`config.mk`:
```
export PLATFORM = sky130hd
export DESIGN_NAME = fetch_unit_flat
export DESIGN_NICKNAME = d
export VERILOG_FILES = /design/src/rtl/fetch_unit_pkg.sv /design/src/rtl/fetch_unit_if.sv /design/src/rtl/fetch_unit_pc_next.sv /design/src/rtl/fetch_unit.sv /design/src/flat_wrapper.sv
export SDC_FILE = /design/constraint.sdc
export NUM_CORES = 1
export LEC_CHECK = 0
export BUFFER_PORTS_ARGS = -buffer_cell sky130_fd_sc_hd__buf_2
export CAP_MARGIN = 20
export CORE_UTILIZATION = 30
export CTS_CLUSTER_SIZE = 20
export DETAILED_ROUTE_END_ITERATION = 16
export SYNTH_ARGS = -nofsm -noshare
export SYNTH_HDL_FRONTEND = slang
export SYNTH_HIERARCHICAL = 1
export SYNTH_SLANG_ARGS = --single-unit
export TNS_END_PERCENT = 1
```
`constraint.sdc`:
```
create_clock -name clk -period 4.2 [get_ports clk]
set_input_delay 0.63 -clock clk [delete_from_list [all_inputs] [get_ports clk]]
set_output_delay 0.63 -clock clk [all_outputs]
set_load 0.03 [all_outputs]
```
`src/rtl/fetch_unit_pkg.sv`:
```
// -----------------------------------------------------------------------------
// fetch_unit_pkg
// Constants and types shared by the instruction fetch stage and the decoder:
// address/instruction/counter widths, the fetch FSM state encoding, and the
// opcode values carried in the top byte of every instruction word.
// -----------------------------------------------------------------------------
package fetch_unit_pkg;

  localparam int ADDR_W = 6;   // 64-word program space
  localparam int INST_W = 32;
  localparam int CNT_W  = 16;  // retired-instruction counter
  localparam int OP_W   = 8;

  typedef enum logic [1:0] {
    IDLE  = 2'd0,
    FETCH = 2'd1,
    EXEC  = 2'd2
  } fetch_state_t;

  // Opcode occupies inst[31:24]; 00 is what the decoder treats as a NOP,
  // which is why an all-zero IR is a safe reset value.
  localparam logic [OP_W-1:0] OP_NOP       = 8'h00;
  localparam logic [OP_W-1:0] OP_ALU_FIRST = 8'h01;
  localparam logic [OP_W-1:0] OP_ALU_LAST  = 8'h07;
  localparam logic [OP_W-1:0] OP_LOADI     = 8'h10;
  localparam logic [OP_W-1:0] OP_CMP       = 8'h1F;
  localparam logic [OP_W-1:0] OP_JMP       = 8'h20;

  function automatic logic [OP_W-1:0] opcode_of(input logic [INST_W-1:0] word);
    return word[INST_W-1 -: OP_W];
  endfunction

endpackage

```
`src/rtl/fetch_unit_if.sv`:
```
// -----------------------------------------------------------------------------
// fetch_unit_if
// Instruction-memory request/acknowledge bus.
//   imem_req  : fetch request, held high until acknowledged
//   imem_addr : word address, stable while imem_req is high
//   imem_ack  : imem_data is valid this cycle (only meaningful with imem_req)
//   imem_data : fetched instruction word
// master = fetch unit, slave = instruction memory.
// -----------------------------------------------------------------------------
interface fetch_unit_if;
  import fetch_unit_pkg::*;

  logic              imem_req;
  logic [ADDR_W-1:0] imem_addr;
  logic              imem_ack;
  logic [INST_W-1:0] imem_data;

  modport master (
    output imem_req,
    output imem_addr,
    input  imem_ack,
    input  imem_data
  );

  modport slave (
    input  imem_req,
    input  imem_addr,
    output imem_ack,
    output imem_data
  );

endinterface

```
`src/rtl/fetch_unit_pc_next.sv`:
```
// -----------------------------------------------------------------------------
// fetch_unit_pc_next
// Combinational next-PC selection for the EXEC cycle.
//   pc       : current program counter
//   soft_rst : decoder reset, forces 0 (highest priority)
//   jmp      : load jmp_add (wins over pc_inc)
//   jmp_add  : jump target
//   pc_inc   : advance by one, wrapping 63 -> 0
//   pc_nxt   : selected next PC; holds pc when nothing is asserted
// -----------------------------------------------------------------------------
module fetch_unit_pc_next
  import fetch_unit_pkg::*;
(
  input  logic [ADDR_W-1:0] pc,
  input  logic              soft_rst,
  input  logic              jmp,
  input  logic [ADDR_W-1:0] jmp_add,
  input  logic              pc_inc,
  output logic [ADDR_W-1:0] pc_nxt
);

  always_comb begin
    // NOTE: default assignment first so every path drives pc_nxt; no latch.
    pc_nxt = pc;
    if (soft_rst) begin
      pc_nxt = '0;
    end else if (jmp) begin
      pc_nxt = jmp_add;
    end else if (pc_inc) begin
      // Truncation to ADDR_W gives the modulo-64 wrap.
      pc_nxt = pc + ADDR_W'(1);
    end
  end

endmodule

```
`src/rtl/fetch_unit.sv`:
```
// -----------------------------------------------------------------------------
// fetch_unit
// Instruction fetch stage in front of the decoder. Cycles IDLE -> FETCH ->
// EXEC -> FETCH ...; FETCH waits on the memory handshake, EXEC presents the
// instruction register for one cycle and then applies the decoder's PC
// controls.
//   clk, rst_n  : clock, synchronous active-low reset
//   imem        : instruction-memory bus (master side)
//   inst        : instruction register, feeds the decoder
//   inst_valid  : one-cycle pulse while inst is being executed
//   pc          : program counter (also drives imem_addr)
//   pc_inc, jmp, jmp_add, soft_rst : decoder controls, sampled at end of EXEC
//   inst_count  : number of EXEC cycles since reset (wraps)
// -----------------------------------------------------------------------------
module fetch_unit
  import fetch_unit_pkg::*;
(
  input  logic              clk,
  input  logic              rst_n,
  fetch_unit_if.master      imem,
  output logic [INST_W-1:0] inst,
  output logic              inst_valid,
  output logic [ADDR_W-1:0] pc,
  input  logic              pc_inc,
  input  logic              jmp,
  input  logic [ADDR_W-1:0] jmp_add,
  input  logic              soft_rst,
  output logic [CNT_W-1:0]  inst_count
);

  fetch_state_t      state;
  logic              req_q;
  logic [ADDR_W-1:0] pc_nxt;

  fetch_unit_pc_next u_pc_next (
    .pc       (pc),
    .soft_rst (soft_rst),
    .jmp      (jmp),
    .jmp_add  (jmp_add),
    .pc_inc   (pc_inc),
    .pc_nxt   (pc_nxt)
  );

  // The address is the registered PC itself, so it cannot move while a
  // request is outstanding: pc only changes at the end of EXEC.
  assign imem.imem_req  = req_q;
  assign imem.imem_addr = pc;

  // req and inst_valid are registered alongside the state so they are
  // glitch-free and exactly track FETCH and EXEC respectively.
  always_ff @(posedge clk) begin
    if (!rst_n) begin
      // NOTE: the IR is reset too, so the decoder sees a NOP rather than X
      // until the first real instruction arrives.
      state      <= IDLE;
      pc         <= '0;
      inst       <= {OP_NOP, {(INST_W-OP_W){1'b0}}};
      inst_count <= '0;
      req_q      <= 1'b0;
      inst_valid <= 1'b0;
    end else begin
      // NOTE: non-blocking throughout so every register samples the
      // pre-edge values, independent of statement order.
      case (state)
        IDLE: begin
          state <= FETCH;
          req_q <= 1'b1;
        end

        FETCH: begin
          if (imem.imem_ack) begin
            inst       <= imem.imem_data;
            state      <= EXEC;
            req_q      <= 1'b0;
            inst_valid <= 1'b1;
          end
        end

        EXEC: begin
          pc         <= pc_nxt;
          inst_count <= inst_count + CNT_W'(1);
          state      <= FETCH;
          req_q      <= 1'b1;
          inst_valid <= 1'b0;
        end

        default: begin
          state      <= IDLE;
          req_q      <= 1'b0;
          inst_valid <= 1'b0;
        end
      endcase
    end
  end

endmodule

```
`src/flat_wrapper.sv`:
```
// flat-port wrapper written by rule: the top's interface ports become plain ports
module fetch_unit_flat import fetch_unit_pkg::*;
  (clk, rst_n, inst, inst_valid, pc, pc_inc, jmp, jmp_add, soft_rst, inst_count, imem_imem_req, imem_imem_addr, imem_imem_ack, imem_imem_data);
  fetch_unit_if imem_i ();
  input  logic clk;
  input  logic rst_n;
  output logic [INST_W-1:0] inst;
  output logic inst_valid;
  output logic [ADDR_W-1:0] pc;
  input  logic pc_inc;
  input  logic jmp;
  input  logic [ADDR_W-1:0] jmp_add;
  input  logic soft_rst;
  output logic [CNT_W-1:0] inst_count;
  output wire logic [$bits(imem_i.imem_req)-1:0] imem_imem_req;
  output wire logic [$bits(imem_i.imem_addr)-1:0] imem_imem_addr;
  input wire logic [$bits(imem_i.imem_ack)-1:0] imem_imem_ack;
  input wire logic [$bits(imem_i.imem_data)-1:0] imem_imem_data;
  assign imem_imem_req = imem_i.imem_req;
  assign imem_imem_addr = imem_i.imem_addr;
  assign imem_i.imem_ack = imem_imem_ack;
  assign imem_i.imem_data = imem_imem_data;
  fetch_unit u_core (.clk(clk), .rst_n(rst_n), .imem(imem_i), .inst(inst), .inst_valid(inst_valid), .pc(pc), .pc_inc(pc_inc), .jmp(jmp), .jmp_add(jmp_add), .soft_rst(soft_rst), .inst_count(inst_count));
endmodule
```
# Yosys cells after proc, flatten, opt, wreduce, memory -nomap -nowiden
# Index checks and enable logic that the tools add are counted.
[op_classes]
n_eq_ne = 3
bitwise_logic = 1
n_reduce_logical = 6
add_sub_neg = 2
muxes = 9
[ops]
columns = ["cell", "n"]
rows = [
  ["$mux W6", 3],
  ["$add A16 B1 Y16 const B", 1],
  ["$add A6 B1 Y6 const B", 1],
  ["$reduce_and A2 Y1", 3],
  ["$pmux W1 S2", 2],
  ["$pmux W2 S2", 1],
  ["$reduce_bool A3 Y1", 1],
  ["$eq A2 B1 Y1 const B", 1],
  ["$eq A2 B2 Y1 const B", 1],
  ["$logic_not A2 Y1", 1],
  ["$mux W1", 2],
  ["$mux W2", 1],
  ["$ne A2 B2 Y1 const B", 1],
  ["$reduce_or A2 Y1", 1],
  ["$not A1 Y1", 1],
]
[totals]
output_inout_bits = 62
input_bits = 44
ff_bits = 58
elab_cells = 27

# Depth between registers and ports, before layout
# Gate-level depths: netlist of the first run.
[logic_depth]
word_depth = 4
mapped_depth = 6
ltp_nobuf = 6

# Modules after synthesis
# Netlist of the first run, hierarchy kept.
[by_module_without_submodules]
columns = ["module", "cells_per_inst", "n_inst", "seq_area_each_um2", "area_each_um2"]
rows = [
  ["fetch_unit", 265, 1, 1141.1, 2173.3],
  ["fetch_unit_pc_next", 26, 1, 0.0, 180.2],
]

# Worst setup path before layout of the first run
# No wires, ideal clock.
[synth_path]
path_type = "reg-to-reg"
start = "reg u_core.inst_count[3]"
end = "reg u_core.inst_count[15]"
path_buffers = 1
path_slack_ns = 2.440
stages_incl_launch_ff = 6
period_less_slack_ns = 1.760
required_ns = 4.130
setup_ns = 0.070
arrival_ns = 1.690
path_cell_list = "dfxtp_1 and4_1 buf_6 nand4_4 or4_1 a21oi_1"
[synth_between]
elab_chain_len = 1
[synth_lines]
columns = ["element", "line", "source"]
rows = [
  ["start: declaration", "fetch_unit.sv:28", "output logic [CNT_W-1:0] inst_count"],
  ["start signal: assignment", "fetch_unit.sv:81", "inst_count <= inst_count + CNT_W'(1);"],
  ["$add A16 B1 Y16", "fetch_unit.sv:81", ""],
]
# Every way passes these cells.
# A chain may end at the register's enable or synchronous reset.

# Final worst setup path of the first run
# Same ends and word-level chain as after synthesis.

==> flow_summary.toml, run 1 <==
[outcome]
status = "finished, final reports clean"

[cts]
clockRootBuffer = "clkbuf_8"
clock_sinks = 57
cts_tree = "built"
cts_resized = 0
worstSkewPairLatency_ns = 0.33
cts_inserted_buffers = 9
clkTransAtPathRegs_ns = 0.06
cts.path.max_buffers = 2
cts_post_setup_buffers_inserted = 0
ctsHtreeMaxLevel = 3
holdBufCountCts = 0

[routing]
wl_per_cell_um = 11.4
drc = 0
vias_per_cell = 4.53
drt.antenna.violating_nets = 0
wl_um = 5580
drtIter0Drc = 63
vias = 2223
firstDrtPassIters = 4

[logic_synthesis]
post-synth-top-count-cell = "nand2_1"
ys_ff_latch = 57
synth_area_per_cell_um2 = 8.09
yosys-top-cells-count = "nand2_1, dfxtp_1, a21oi_1"
ys_types = 35
synth_area_leaders = "dfxtp_1, nand2_1, a21oi_1"
synthCells = 291
syn-num-nets = 337
ys_seq_area_share_pct = 48.5
ys_async_sr_fraction_pct = 0
yosysTopAreaCellShare_pct = 48.5
synth_edf_count = 0
syn_area_um2 = 2350
yosys_warnings = 6
yosysTopAreaCell = "dfxtp_1"
synth_ff_type = "dfxtp_1"

[floorplanning]
num_io_pins = 106
dieArea_um2 = 8200
initial_core_util_pct = 31.8
core.rowCount = 31
die_h_um = 90.6
core_um2 = 7410
fp.dieW_um = 90.6

[sta]
tightestPinTransition_ns = 0.976
finClkSkew_ns = 0.00745
fin_crit_sh_pct = 41.9
max_freq_mhz = 568
hold_viol = 0
setup_viol = 0
grt_setup_unrepaired = "no"
period_needed_ns = 1.76
setup_tns_ns = 0
slew_viol_final = 0
max-slew-margin-rel_pct = 34.9

[global_route]
grt_overflow_total = 0
grt_pass1_vias = 1904
grt_pass1_wl_um = 9070
track_usage_pct = 13.9
antenna_found_initial = 0
grt_max_degree = 57

[final_layout]
drive_above_1_share_pct = 32.4
finish.instance_area_um2 = 3100
area_growth_pct = 31.6
antenna_cells = 0
layout.nets = 433

[pwr]
leakagePower_nw = 1.42
ir_drop_mv = 0.193
total_power_w = 0.00117
power_density_nw_per_um2 = 377

[worst_setup_path]
arrival_ns = 2.01
end_kind = "flip-flop"
start_kind = "flip-flop"
cp_max_fo = 7
required_ns = 4.45
worst-setup-path-type = "reg2reg"

[placement]
postPlaceCellArea_um2 = 2900
gp_congestion = 0.738
dp_hpwl_um = 3870
port_buffers = 105

[min_path]
hold_class = "reg2reg"

[run]
max_cap_violations = 0
[report_power, final]
| group | leakage, nW | switching, W | internal (W) |
|---|---|---|---|
| Sequential | 0.463 | 0.0000106 | 0.000558 |
| Clock | 0.102 | 0.000200 | 0.000277 |
| Combinational | 0.851 | 0.0000816 | 0.0000417 |
| Total | 1.42 | 0.000292 | 0.000876 |
[cell type report]
| class | instances | area [um^2] |
|---|---|---|
| inverters | 5 | 18.8 |
| well taps | 99 | 124 |
| multi-input cells | 208 | 1090 |
| repair buffers | 106 | 533 |
| fillers | 780 | 4310 |
| flip-flops and latches | 57 | 1140 |
| clock inverters | 2 | 10.0 |
| clock buffers | 14 | 183 |
[final timing paths]
kind	depth (start not counted)	slack [ns]	end	from
setup / recovery	4	2.44	u_core/inst_count[15]	u_core/inst_count[3]
setup reg to reg	4	2.44	u_core/inst_count[15]	u_core/inst_count[3]
hold / removal	2	0.45	u_core/inst[12]	u_core/inst[12]
hold reg to reg	2	0.45	u_core/inst[12]	u_core/inst[12]
[per-stage QoR]
stage | setup slack (ns) | utilization, % | std cells | hold WS [ns]
finish | 2.44 | 41.8 | 491 | 0.450
global route | 2.34 | 41.8 | 491 | 0.473
CTS | 2.44 | 41.8 | 491 | 0.452
detailed placement | 2.41 | 39.2 | 475 | 0.443
global placement | 2.43 | 39.2 | 475 | 0.440
floorplan | 2.44 | - | 291 | 0.508
[cell usage in the layout, fill, tap and decap left out, types with 3 or more instances in the layout]
cell type / synthesis / final
nand4_1: 5 / 5
a21oi_1: 44 / 44
buf_2: 0 / 105
dfxtp_1: 57 / 57
clkbuf_8: 0 / 13
xor2_1: 11 / 11
nor2_1: 18 / 17
a211oi_1: 4 / 4
xnor2_1: 3 / 3
inv_1: 5 / 4
o31ai_1: 3 / 3
nand3_1: 4 / 4
nand2_1: 87 / 87
[logic make-up after synthesis]
family / after synthesis / share of synthesized area, %
muxes: 3 / 1.33
adders and majority gates: 2 / 1.06
DFF: 57 / 48.5
xor gates and xnor gates: 14 / 5.21
buffers and inverters: 26 / 5.42
AOI/OAI and AO/OA: 57 / 13.3
and+or+nand+nor: 132 / 25.1
[worst max-delay path, stage by stage, from the launching register on]
cell and delay [ns]:
dfxtp_1 0.44, and4_1 0.40, nand4_4 0.17, or4_1 0.52
a21oi_1 0.15
[state kept, by name (all words and copies together), names as in the netlist]
| register | cells |
|---|---|
| u_core/inst_count | 16 |
| u_core/inst | 32 |
| u_core/inst_valid | 1 |
| u_core/imem.imem_addr | 6 |
| u_core/state | 2 |
[per-layer routing]
layer	vias up	share of wire [%]	GRT usage, %
met5	-	0	0
met4	0	1.9	7.26
met3	7	7.1	4.80
met2	80	43	20.3
met1	980	48	18.0
li1	1156	-	-
Power figures use the tool's default switching activity.
==> run 2, diff against run 1 <==
Clock period 4.2 ns to 1.8 ns, I/O delays scaled along.
==> flow_summary.toml, run 2 (synthesis results as in run 1) <==
[worst_setup_path]
end_kind = "flip-flop"
arrival_ns = 1.92
r2r_start = "u_core/inst_count[6]"
critPathBufInv = 0
cp_max_fo = 6
crit_chain = "and4_1, nand4_4, or4_1, a21oi_1"
required_ns = 2.06
crit_slowest_cell = "or4_1"
rrSetupSlack_ns = 0.14
start_kind = "flip-flop"
cp_top_family = "simple AND/OR/NAND/NOR gates"
setup.worst_path.start = "u_core/inst_count[6]"
worst-setup-path-type = "reg2reg"
critPathMaxStageDelay_ns = 0.52

[placement]
dp_hpwl_um = 4220
gp_congestion = 0.760
port_buffers = 105

[final_layout]
layout_common_cells = "buf_2, nand2_1, dfxtp_1"
finish.utilization_pct = 42.8
layout.nets = 443
largest_register_ffs = 32
area_growth_pct = 34.9
antenna_cells = 0
regMostFlops = "u_core/inst"
n_fill_cell = 763
drive_above_1_share_pct = 33.9
final_common_cell = "buf_2"

[routing]
firstDrtPassIters = 4
vias = 2301
drc = 0
wl_um = 6030
wl_per_cell_um = 12.1
drt.antenna.violating_nets = 0
drtIter0Drc = 82
vias_per_cell = 4.60

[cts]
cts_tree = "built"
worstSkewPairLatency_ns = 0.33
clockRootBuffer = "clkbuf_8"
cts_resized = 0
cts_post_setup_buffers_inserted = 0
ctsHtreeMaxLevel = 3
cts.path.max_buffers = 2
holdBufCountCts = 0
clock_sinks = 57
clkTransAtPathRegs_ns = 0.07
cts_inserted_buffers = 9

[global_route]
grt_overflow_total = 0
track_usage_pct = 15.3
globalRouteMet3Util_pct = 3.87
grt_pass1_wl_um = 10000
use_met2_pct = 25.5
use_met1_pct = 18.0
grt_pass1_vias = 2200
grt_max_degree = 34
antenna_found_initial = 0
gr-max-usage-layer = "met2"

[sta]
max_freq_mhz = 602
hold_viol = 0
setup_viol = 0
setup_tns_ns = 0
period_needed_ns = 1.66
slew_viol_final = 0
grt_setup_unrepaired = "no"
whs_ns = 0.175
fin_crit_sh_pct = 92.3
tightestPinTransition_ns = 0.690
max-slew-margin-rel_pct = 54.0
finClkSkew_ns = 0.00780

[floorplanning]
dieArea_um2 = 8200
num_io_pins = 106
initial_core_util_pct = 31.8
fp.dieW_um = 90.6
die_h_um = 90.6
core.rowCount = 31
core_um2 = 7410

[pwr]
leakagePower_nw = 1.47
ir_drop_mv = 0.352
power_density_nw_per_um2 = 888

[min_path]
hold_class = "in2reg"
min_from = "imem_imem_data[17]"

[outcome]
status = "finished, final reports clean"

[run]
max_cap_violations = 0
-- run 2: cell types whose count changed in the layout (fill, tap and decap cells not counted) --
cell,previous run,this run
bufinv_16,0,1
buf_4,1,11
clkbuf_8,13,11
-- run 2: layer usage --
layer	vias to the layer above	share of wire (%)	routed length (um)
met5	-	0	0
met4	0	2.0	119
met3	11	5.7	342
met2	75	45	2700
met1	1041	48	2870
li1	1174	-	-
-- run 2: path summary, 6_finish.rpt --
check | to | depth (start not counted)
max | u_core/inst_count[15] | 4
min | u_core/inst[17] | 3
max reg2reg | u_core/inst_count[15] | 4
min reg2reg | u_core/inst[28] | 2
-- run 2: worst min-delay path, cell delays in order --
cell	delay, ns
buf_2	0.10
nand2_1	0.04
a21oi_1	0.05
-- run 2: cell type report --
cell class / count / area, um^2 / area share [%]
well taps: 99 / 124 / 3.90
flip-flops and latches: 57 / 1140 / 35.9
multi-input cells: 208 / 1090 / 34.3
clock buffers: 12 / 155 / 4.89
repair buffers: 116 / 608 / 19.2
clock inverters: 3 / 40.0 / 1.26
inverters: 5 / 18.8 / 0.591
-- run 2: report_power, final --
group          switching (W)  total [W]  internal (W)
clock               0.000490    0.00119      0.000703
sequential         0.0000213    0.00132       0.00130
combinational       0.000198   0.000302      0.000104
-- run 2: through the flow --
step	setup slack, ns	area (um^2)	cells	total power (W)
final	0.139	3170	500	0.00282
after detailed placement	0.156	2980	485	0.00165
after CTS	0.132	3170	500	0.00286
after global routing	0.0414	3170	500	0.00295
after global placement	0.191	2980	485	0.00165
after floorplan	0.0395	2350	291	0.00153
